File: config.mk
export PLATFORM = sky130hd
export DESIGN_NAME = lsu_ctrl
export DESIGN_NICKNAME = d
export VERILOG_FILES = /design/src/rtl/lsu_pkg.sv /design/src/rtl/lsu_ctrl_load_align.sv /design/src/rtl/lsu_ctrl.sv
export SDC_FILE = /design/constraint.sdc
export NUM_CORES = 1
export LEC_CHECK = 0
export CAP_MARGIN = 5
export CORE_MARGIN = 10
export CORE_UTILIZATION = 24
export DETAILED_ROUTE_END_ITERATION = 16
export HOLD_SLACK_MARGIN = 0.06
export MAX_ROUTING_LAYER = met4
export SLEW_MARGIN = 25
export SYNTH_ARGS = -nofsm -noshare
export SYNTH_HDL_FRONTEND = slang
export SYNTH_HIERARCHICAL = 1
export SYNTH_SLANG_ARGS = --single-unit
File: constraint.sdc
create_clock -name clk -period 5.4 [get_ports clk]
set_input_delay 1.62 -clock clk [delete_from_list [all_inputs] [get_ports clk]]
set_output_delay 1.62 -clock clk [all_outputs]
set_load 0.03 [all_outputs]
File: src/rtl/lsu_pkg.sv
// Shared types and constants for the load/store unit controller.
package lsu_pkg;

  typedef enum logic [1:0] {
    IDLE   = 2'd0,
    ACCESS = 2'd1,
    RESP   = 2'd2
  } state_e;

  localparam logic [2:0] LB  = 3'b000;
  localparam logic [2:0] LH  = 3'b001;
  localparam logic [2:0] LW  = 3'b010;
  localparam logic [2:0] LBU = 3'b100;
  localparam logic [2:0] LHU = 3'b101;
  localparam logic [2:0] SB  = 3'b000;
  localparam logic [2:0] SH  = 3'b001;
  localparam logic [2:0] SW  = 3'b010;

  // Wide enough for the largest supported timeout (255).
  localparam int unsigned CNT_W = 8;

  // True when funct3 names a supported access for the given direction.
  function automatic logic funct3_legal(input logic we, input logic [2:0] f3);
    if (we) begin
      return (f3 == SB) || (f3 == SH) || (f3 == SW);
    end
    return (f3 == LB) || (f3 == LH) || (f3 == LW) || (f3 == LBU) || (f3 == LHU);
  endfunction

endpackage

File: src/rtl/lsu_ctrl_load_align.sv
// Load data alignment: shifts the selected lane down and sign/zero extends it.
module load_align
  import lsu_pkg::*;
#(
  parameter int unsigned WIDTH = 32
) (
  input  logic [WIDTH-1:0] rdata,
  input  logic [2:0]       funct3,
  input  logic [1:0]       off,
  output logic [WIDTH-1:0] data
);

  logic [WIDTH-1:0] shifted;

  // Offset is already forced aligned for halves and words by the caller.
  always_comb begin
    shifted = rdata >> {off, 3'b000};
    data    = '0;
    case (funct3)
      LB:      data = {{(WIDTH-8){shifted[7]}}, shifted[7:0]};
      LH:      data = {{(WIDTH-16){shifted[15]}}, shifted[15:0]};
      LW:      data = shifted;
      LBU:     data = {{(WIDTH-8){1'b0}}, shifted[7:0]};
      LHU:     data = {{(WIDTH-16){1'b0}}, shifted[15:0]};
      default: data = '0;
    endcase
  end

endmodule

File: src/rtl/lsu_ctrl.sv
// Load/store unit controller: single-outstanding memory access with lane
// enables, replicated store data, aligned/extended load return and timeout.
// Optional macro MISALIGN_TRAP_EN: misaligned half/word accesses return an
// error without touching memory; otherwise their offsets are forced aligned.
module lsu_ctrl
  import lsu_pkg::*;
#(
  parameter int unsigned WIDTH       = 32,
  parameter int unsigned ADDR_W      = 32,
  parameter int unsigned TIMEOUT_CYC = 16
) (
  input  logic              clk,
  input  logic              rst,
  input  logic              req_valid,
  output logic              req_ready,
  input  logic              req_we,
  input  logic [2:0]        req_funct3,
  input  logic [ADDR_W-1:0] req_addr,
  input  logic [WIDTH-1:0]  req_wdata,
  output logic              rsp_valid,
  output logic [WIDTH-1:0]  rsp_rdata,
  output logic              rsp_err,
  output logic              mem_req,
  output logic              mem_we,
  output logic [ADDR_W-1:0] mem_addr,
  output logic [3:0]        mem_be,
  output logic [WIDTH-1:0]  mem_wdata,
  input  logic              mem_ack,
  input  logic [WIDTH-1:0]  mem_rdata
);

  localparam logic [CNT_W-1:0] TO_LAST = CNT_W'(TIMEOUT_CYC - 1);

  state_e            state_q, state_d;
  logic [CNT_W-1:0]  cnt_q;
  logic [2:0]        f3_q;
  logic [1:0]        off_q;
  logic              capture_c, done_ok_c, done_err_c, misalign_c;
  logic [1:0]        eff_off_c;
  logic [3:0]        be_c;
  logic [WIDTH-1:0]  wdata_c, load_c;

  // Misaligned half/word detection (only traps when the feature is built in).
`ifdef MISALIGN_TRAP_EN
  assign misalign_c = ((req_funct3[1:0] == 2'b01) && req_addr[0]) ||
                      ((req_funct3[1:0] == 2'b10) && (req_addr[1:0] != 2'b00));
`else
  assign misalign_c = 1'b0;
`endif

  // Lane enables, aligned offset and replicated store data for the incoming request.
  always_comb begin
    eff_off_c = 2'b00;
    be_c      = 4'b1111;
    wdata_c   = req_wdata;
    case (req_funct3[1:0])
      2'b00: begin
        eff_off_c = req_addr[1:0];
        be_c      = 4'b0001 << req_addr[1:0];
        wdata_c   = {4{req_wdata[7:0]}};
      end
      2'b01: begin
        eff_off_c = {req_addr[1], 1'b0};
        be_c      = 4'b0011 << {req_addr[1], 1'b0};
        wdata_c   = {2{req_wdata[15:0]}};
      end
      default: ;
    endcase
  end

  // State register.
  always_ff @(posedge clk or posedge rst) begin
    if (rst) state_q <= IDLE;
    else     state_q <= state_d;
  end

  // Next-state and sequencing strobes; ack takes priority over timeout.
  always_comb begin
    state_d    = state_q;
    capture_c  = 1'b0;
    done_ok_c  = 1'b0;
    done_err_c = 1'b0;
    case (state_q)
      IDLE: begin
        if (req_valid && req_ready) begin
          capture_c = 1'b1;
          if (!funct3_legal(req_we, req_funct3) || misalign_c) begin
            state_d    = RESP;
            done_err_c = 1'b1;
          end else begin
            state_d = ACCESS;
          end
        end
      end
      ACCESS: begin
        if (mem_ack) begin
          state_d   = RESP;
          done_ok_c = 1'b1;
        end else if (cnt_q == TO_LAST) begin
          state_d    = RESP;
          done_err_c = 1'b1;
        end
      end
      RESP:    state_d = IDLE;
      default: state_d = IDLE;
    endcase
  end

  load_align #(.WIDTH(WIDTH)) u_load_align (
    .rdata  (mem_rdata),
    .funct3 (f3_q),
    .off    (off_q),
    .data   (load_c)
  );

  // Request capture, timeout counter and registered outputs.
  always_ff @(posedge clk or posedge rst) begin
    if (rst) begin
      req_ready <= 1'b1;
      rsp_valid <= 1'b0;
      rsp_err   <= 1'b0;
      rsp_rdata <= '0;
      mem_req   <= 1'b0;
      mem_we    <= 1'b0;
      mem_addr  <= '0;
      mem_be    <= '0;
      mem_wdata <= '0;
      f3_q      <= '0;
      off_q     <= '0;
      cnt_q     <= '0;
    end else begin
      req_ready <= (state_d == IDLE);
      mem_req   <= (state_d == ACCESS);
      rsp_valid <= (state_d == RESP);
      rsp_err   <= done_err_c;
      rsp_rdata <= (done_ok_c && !mem_we) ? load_c : '0;
      if (capture_c) begin
        mem_we    <= req_we;
        mem_addr  <= {req_addr[ADDR_W-1:2], 2'b00};
        mem_be    <= be_c;
        mem_wdata <= wdata_c;
        f3_q      <= req_funct3;
        off_q     <= eff_off_c;
        cnt_q     <= '0;
      end else if (state_q == ACCESS) begin
        cnt_q <= cnt_q + CNT_W'(1);
      end
    end
  end

endmodule

### Yosys cells after proc, flatten, opt, wreduce, memory -nomap -nowiden

Cells that the tools add are included.

* register bits after elaboration: 118
* latch bits: 0
* memory bits (writable): 0
* ROM bits: 0
* output and inout bits: 105
* logic and storage cells: 71
* memories: 0

* add/subtract/negate cells: 1
* multiply operators: 0
* divide/modulo/power cells: 0
* $lt $le $gt $ge: 0
* eq/ne operators: 13
* shift-type cells: 3
* muxes and demuxes: 28
* bitwise gates (word level): 0
* reductions and logical operators: 13

Operator list (count)
* $pmux W32 S5: 1
* $pmux W32 S2: 1
* $mux W32: 1
* $shr A32 B5 Y32: 1
* $mux W8: 2
* $mux W1: 15
* $eq A3 B3 Y1 const B: 4
* $add A8 B1 Y8 const B: 1
* $eq A8 B4 Y1 const B: 1
* $mux W2: 4
* $pmux W2 S2: 2
* $pmux W4 S2: 1
* $eq A2 B1 Y1 const B: 3
* $eq A3 B1 Y1 const B: 2
* $eq A3 B2 Y1 const B: 2
* $logic_not A2 Y1: 3
* $logic_not A3 Y1: 2
* $logic_or A1 B1 Y1: 4
* $shl A1 B2 Y4 const A: 1
* $shl A2 B2 Y4 const A: 1
* $eq A2 B2 Y1 const B: 1
* $logic_and A1 B1 Y1: 2
* $pmux W1 S2: 1
* $reduce_bool A2 Y1: 1
* $logic_not A1 Y1: 1

### Longest topological paths before layout

Gate-level depths: netlist (run 1).

* depth in word-level cells: 12
* mapped depth: 7
* mapped depth without buffers: 5

### Modules after synthesis

The synthesis (run 1) kept the hierarchy.

Modules (own cells, without submodules)
* lsu_ctrl: times used 1, cells each 451, area each 4750.8 um^2
* load_align: times used 1, cells each 109, area each 803.3 um^2

### Worst setup path after synthesis (run 1)

Ideal clock, no wire load.

* path kind: input-to-reg
* start: input mem_rdata[31]
* end: register rsp_rdata[24]
* arrival: 2428 ps
* required time: 5281 ps
* path slack: 2853 ps
* stages: 5
* buffers on the path: 0
* cells stage by stage: mux2i_1 nand3b_1 o211a_4 a21o_1 and2_1

* word-level cells in the longest chain between the ends: 3

Ends and longest elaborated chain
* start: declaration: line lsu_ctrl.sv:29 `input logic [WIDTH-1:0] mem_rdata`
* $shr A32 B5 Y32: line lsu_ctrl_load_align.sv:17 `shifted = rdata >> {off, 3'b000};`
* $pmux W32 S5: line lsu_ctrl_load_align.sv:19 `case (funct3)`
* net load_c[24]: line lsu_ctrl.sv:41 `logic [WIDTH-1:0] wdata_c, load_c;`
* $mux W32: line lsu_ctrl.sv:136 `rsp_rdata <= (done_ok_c && !mem_we) ? load_c : '0;`
* end signal: assignment: line lsu_ctrl.sv:136
* end: declaration: line lsu_ctrl.sv:21 `output logic [WIDTH-1:0] rsp_rdata,`

The timed path passes the listed nets, and every way through them passes these cells.
A chain may end at the register's enable or synchronous reset.

### Worst setup path in the final report (run 1)

* start: register req_ready
* end: output req_ready

RTL lines
* start: declaration: line lsu_ctrl.sv:15 `output logic req_ready,`
* start signal: assignment: line lsu_ctrl.sv:132 `req_ready <= (state_d == IDLE);`

No word-level cell between the ends.

==> results.txt, run 1 <==
----------------------------------------------------
[Global route]
  Wire length of the first global-routing pass ... 27.8 mm
  Overall track demand over capacity in global routing ... 12.5%
  Via count of the first global-routing pass ... 4826
  Maximum number of pins on one net before global-route repair ... 65
  Gr ovfl total ... 0
  Antenna violations before repair ... 0

[Final layout]
  Commonest cells after routing, fill and taps aside ... clkdlybuf4s50_1, nand2_1, dfrtp_1
  Fraction of final layout cells with drive strength greater than 1 ... 8.58%
  Most common cell after layout, fill and taps aside ... clkdlybuf4s50_1
  Antenna Diode Count ... 0
  Net count reported at finish ... 861
  Area growth from synthesis to layout ... 52.5%
  Final core area utilization ... 37.3%

[Critical path]
  Type of origin of the critical path ... flip-flop
  Largest stage delay on the critical path ... 0.69 ns
  Delay-heaviest family, CP ... buffers and inverters
  Largest driver fanout on the critical path ... 3
  Nature of the critical path endpoint ... output pin
  Slowest cell on crit path ... clkdlybuf4s50_1
  Cell-by-cell listing of the critical path ... clkdlybuf4s50_1
  Data arrival at the endpoint of the critical path ... 1.66 ns
  Kind of critical path ... flip-flop to output pin
  CP Data Required Time ... 3.78 ns
  Sum of buffers and inverters on the critical path ... 1

[Power]
  Power per Cell Area ... 560 mW/mm^2
  P_leak ... 3.79 nW
  Worst IR drop on VDD ... 0.227 mV

[Floorplanning]
  Die area ... 0.0296 mm^2
  Total I/O pin count ... 209
  Die Wd ... 172 um
  Initial core utilization ... 24.5%
  CORE AREA ... 0.0227 mm^2
  Number of cell rows ... 55
  Height of the die ... 172 um

[Placed design]
  Detailed-placement wirelength estimate ... 13.4 mm
  Final estimated routing congestion in global placement ... 0.781
  Total of buffers placed on input and output ports ... 206

[Drt]
  1st-iter DRT viols ... 244
  Drt drc ... 0
  Total routed wirelength ... 18.2 mm
  Pre-Repair DR Iteration Count ... 4
  Residual antenna-violating net count after detailed routing ... 0
  Average routed wire per standard cell ... 17.2 um
  Vias per cell ... 4.41
  Via count ... 4648

[Clocking]
  Root buffer selected by CTS ... clkbuf_16
  Hold-fix buffers, CTS ... 0
  Post-CTS Resized ... 0
  Clock tree buffer depth ... 2
  Number of levels the H-tree was split into ... 4
  Clock insertion delay at the later pin of the skew report ... 0.41 ns
  Post-CTS setup buffer count ... 0
  Clock transition at the registers of the reported paths ... 0.06 ns
  Number of buffers added by the clock tree synthesis step ... 17
  TritonCTS clock tree ... done
  Number of clock sinks ... 118

[Timing]
  Number of max-slew violations in the final report ... 0
  Total setup violations reported at the end of the flow ... 0
  Hold Worst Slack ... 0.470 ns
  Summed negative setup slack over all endpoints ... 0 ns
  Least-Margin Pin Slew ... 0.844 ns
  Worst clock skew ... 0.0100 ns
  Fin. Hold Viols ... 0
  Maximum clock frequency ... 0.304 GHz
  Setup repair after global routing missed its margin ... false
  Shortest clock period the worst path allows after layout ... 3.28 ns
  Slew Limit Headroom ... 43.7%
  Period utilization ... 60.8%

[Logic synthesis]
  Synthesized area divided by synthesized cell count ... 9.92 um^2
  Number of synthesized flops with an enable pin ... 0
  Share of the yosys chip area belonging to registers ... 53.2%
  Commonest register cell after synthesis ... dfrtp_1
  Netlist area before placement ... 0.00555 mm^2
  Synthesis Warnings ... 6
  Count of cell types in the netlist ... 50
  Synthesized instance count ... 560
  Share of synthesized flip-flops with an asynchronous set or reset ... 100%
  #FFs+latches synth ... 118

[Worst hold path]
  HP Class ... flip-flop to flip-flop

[Run]
  Number of maximum-capacitance constraint violations ... 0

[Status]
  Status ... finished clean

----------------------------------------------------
cell families (layout without fill, tap and decap cells):
logic type / Yosys count / after routing / synth area share [%]
and+or+nand+nor: 251 / 251 / 20.9
other: 1 / 2 / 0.0675
AOI/OAI and AO/OA: 92 / 92 / 11.0
DFF: 118 / 118 / 53.2
adders and majority gates: 1 / 1 / 0.225
buffers and inverters: 38 / 246 / 3.72
muxes: 59 / 59 / 10.9
cell type report:
| cell class | instances | area (um^2) |
|---|---|---|
| multi-input combinational | 405 | 2410 |
| clock buffer | 17 | 425 |
| clock inverter | 15 | 180 |
| timing repair buffer | 213 | 2130 |
| sequential | 118 | 2960 |
| fill | 2291 | 14200 |
| inverter | 1 | 6.26 |
| tap | 285 | 357 |
worst register-to-register path, cell delays in order, from the launching register on:
cell and delay (ns):
dfrtp_1 0.45, buf_4 0.44, mux2i_1 0.43, nand3b_1 0.19, o211ai_2 0.25, o21ai_1 0.14, and2_1 0.17
registers in the layout, summed over array words and instances (netlist names), 2 cells and up:
signal     flops
rsp_rdata     32
off_q          2
mem_addr      30
state_q        2
mem_wdata     32
f3_q           3
mem_be         4
cnt_q          8
power by group:
part | switching [mW] | internal [mW]
Clock | 0.429 | 0.728
Combinational | 1.28 | 0.897
Sequential | 0.224 | 1.19
Total | 1.93 | 2.81
cells in the mapped netlist, drive strengths merged (6+ instances only):
| library cell | instances | share of area [%] |
|---|---|---|
| nand2 | 175 | 12 |
| clkbuf | 14 | 1.0 |
| nand3 | 7 | 0.63 |
| nor2b | 11 | 1.2 |
| buf | 23 | 2.6 |
| a211oi | 15 | 2.0 |
| mux2i | 48 | 8.7 |
| dfrtp | 117 | 53 |
| and2 | 33 | 3.7 |
| o21ai | 49 | 4.5 |
| a21o | 9 | 1.2 |
| o2bb2ai | 6 | 0.95 |
| mux2 | 11 | 2.2 |
per-layer routing:
layer / global-route usage [%] / vias up / wire (um)
met5: - / - / 0
met4: 4.50 / 0 / 299
met3: 4.31 / 16 / 1550
met2: 18.6 / 166 / 8220
met1: 15.5 / 2186 / 8110
li1: - / 2280 / -
per-stage QoR:
step           instances  area [um^2]  setup WS [ns]  power, mW
2_1_floorplan        561         5560          0.653       2.74
3_3_place_gp        1021         7850           1.74       3.61
3_5_place_dp        1021         7850           1.69       3.63
4_1_cts             1053         8460           2.08       4.83
5_1_grt             1054         8470           2.04       5.06
6_report            1054         8470           2.12       4.74
final timing paths:
check / startpoint / endpoint / slack (ns) / cells after the start
hold reg to reg: mem_addr[8] / mem_addr[8] / 0.47 / 2
setup reg to reg: off_q[0] / rsp_rdata[17] / 3.23 / 6
min in group asynchronous: rst / mem_addr[20] / 1.70 / 2
setup / recovery: req_ready / req_ready / 2.12 / 1
hold / removal: mem_addr[8] / mem_addr[8] / 0.47 / 2
max in group asynchronous: rst / off_q[1] / 2.90 / 3
No activity file was read; power rests on OpenSTA's default activity.
==> inputs of run 2 (changes only) <==
- clock period: 5.4 -> 3.2 ns (I/O delays scaled with it)
==> results.txt, run 2 (synthesized netlist as in run 1, its figures left out) <==
----------------------------------------------------
[Drt]
  Drt drc ... 0
  Average routed wire per standard cell ... 17.0 um
  Pre-Repair DR Iteration Count ... 4
  1st-iter DRT viols ... 228
  Residual antenna-violating net count after detailed routing ... 0
  Vias per cell ... 4.41
  Total routed wirelength ... 18.0 mm
  Via count ... 4679

[Final layout]
  Final core area utilization ... 37.7%
  Commonest cells after routing, fill and taps aside ... clkdlybuf4s50_1, nand2_1, dfrtp_1
  Antenna Diode Count ... 0
  Area of the multi-input gates ... 0.00241 mm^2
  Fraction of final layout cells with drive strength greater than 1 ... 8.89%
  Area growth from synthesis to layout ... 54.0%
  Most common cell after layout, fill and taps aside ... clkdlybuf4s50_1
  Net count reported at finish ... 868
  Registers with the most flip-flops ... mem_wdata x32, rsp_rdata x32, mem_addr x30
  Area taken by flip-flops and latches ... 0.00295 mm^2
  Final instance area ... 0.00855 mm^2
  Fill cells ... 2273

[Clocking]
  Post-CTS setup buffer count ... 0
  Number of clock sinks ... 118
  Clock tree buffer depth ... 2
  Number of levels the H-tree was split into ... 4
  Post-CTS Resized ... 0
  TritonCTS clock tree ... done
  Number of buffers added by the clock tree synthesis step ... 17
  Clock insertion delay at the later pin of the skew report ... 0.42 ns
  Clock transition at the registers of the reported paths ... 0.05 ns
  Root buffer selected by CTS ... clkbuf_16
  Hold-fix buffers, CTS ... 0

[Critical path]
  Count of cell instances traversed by the critical path ... 1
  Type of origin of the critical path ... flip-flop
  Sum of buffers and inverters on the critical path ... 1
  R2r worst-path depth ... 5
  Slowest cell on crit path ... clkdlybuf4s50_1
  CP Data Required Time ... 2.24 ns
  Nature of the critical path endpoint ... output pin
  Delay-heaviest family, CP ... buffers and inverters
  Largest stage delay on the critical path ... 0.70 ns
  Largest driver fanout on the critical path ... 3
  Kind of critical path ... flip-flop to output pin
  Data arrival at the endpoint of the critical path ... 1.67 ns
  Cell-by-cell listing of the critical path ... clkdlybuf4s50_1

[Timing]
  Total setup violations reported at the end of the flow ... 0
  Slew Limit Headroom ... 50.6%
  Period utilization ... 82.1%
  Maximum clock frequency ... 0.380 GHz
  Number of max-slew violations in the final report ... 0
  Shortest clock period the worst path allows after layout ... 2.63 ns
  Worst clock skew ... 0.0139 ns
  Summed negative setup slack over all endpoints ... 0 ns
  Least-Margin Pin Slew ... 0.739 ns
  Setup repair after global routing missed its margin ... false
  Fin. Hold Viols ... 0

[Floorplanning]
  Height of the die ... 172 um
  Initial core utilization ... 24.5%
  Number of cell rows ... 55
  Total I/O pin count ... 209
  Die area ... 0.0296 mm^2
  CORE AREA ... 0.0227 mm^2
  Die Wd ... 172 um

[Power]
  P_leak ... 3.84 nW
  Worst IR drop on VDD ... 0.530 mV
  Power per Cell Area ... 942 mW/mm^2

[Placed design]
  Post-place instance area ... 0.00795 mm^2
  Total of buffers placed on input and output ports ... 206
  Final estimated routing congestion in global placement ... 0.807
  Detailed-placement wirelength estimate ... 13.4 mm

[Worst hold path]
  HP Class ... flip-flop to flip-flop
  Hold-critical path depth ... 2

[Global route]
  Wire length of the first global-routing pass ... 27.7 mm
  Via count of the first global-routing pass ... 4816
  Overall track demand over capacity in global routing ... 12.5%
  Antenna violations before repair ... 0
  Gr ovfl total ... 0
  Maximum number of pins on one net before global-route repair ... 74

[Status]
  Status ... finished clean

[Run]
  Number of maximum-capacitance constraint violations ... 0

----------------------------------------------------
run 2: cell types whose count changed in the layout (fill, tap and decap cells not counted), sizes merged:
cell and change:
buf +7, clkbuf +6, clkinv -3, inv -3
run 2: worst paths after layout:
check                        startpoint            end  slack [ns]
max                           req_ready      req_ready        0.57
min                        mem_addr[20]   mem_addr[20]        0.47
max reg2reg                    off_q[1]  rsp_rdata[14]        1.17
min reg2reg                mem_addr[20]   mem_addr[20]        0.47
max in group asynchronous           rst      req_ready        1.86
min in group asynchronous           rst   mem_addr[20]        1.03
run 2: tightest hold or removal path, cell delays in order, from the launching register on:
cell     delay, ns
dfrtp_1       0.33
nand2_1       0.05
nand2_1       0.06
run 2: report_power, final:
group | switching (mW) | internal (mW) | total [mW]
clock | 0.682 | 1.28 | 1.96
combinational | 2.17 | 1.55 | 3.73
sequential | 0.362 | 2.01 | 2.37
total | 3.22 | 4.84 | 8.06
run 2: per-stage QoR:
step	worst slack [ns]	hold WS, ns	cells	power [mW]
after detailed placement	0.524	0.461	1029	6.17
after global placement	0.530	0.457	1029	6.14
after CTS	0.541	0.474	1061	8.18
after global routing	0.516	0.490	1061	8.57
after floorplan	0.799	0.450	561	4.63
final	0.572	0.469	1061	8.06
run 2: area by class of cell:
class | instances | share of cell area, %
flip-flops and latches | 118 | 34.5
multi-input cells | 405 | 28.2
repair buffers | 220 | 25.9
clock buffers | 23 | 5.59
well taps | 285 | 4.17
clock inverters | 9 | 1.46
inverters | 1 | 0.0878
run 2: per-layer routing:
| layer | vias up | global-route usage, % | part of all wire [%] |
|---|---|---|---|
| li1 | 2292 | - | - |
| met1 | 2227 | 15.3 | 45 |
| met2 | 143 | 18.8 | 46 |
| met3 | 17 | 4.40 | 7.4 |
| met4 | 0 | 4.50 | 1.6 |
| met5 | - | - | 0 |
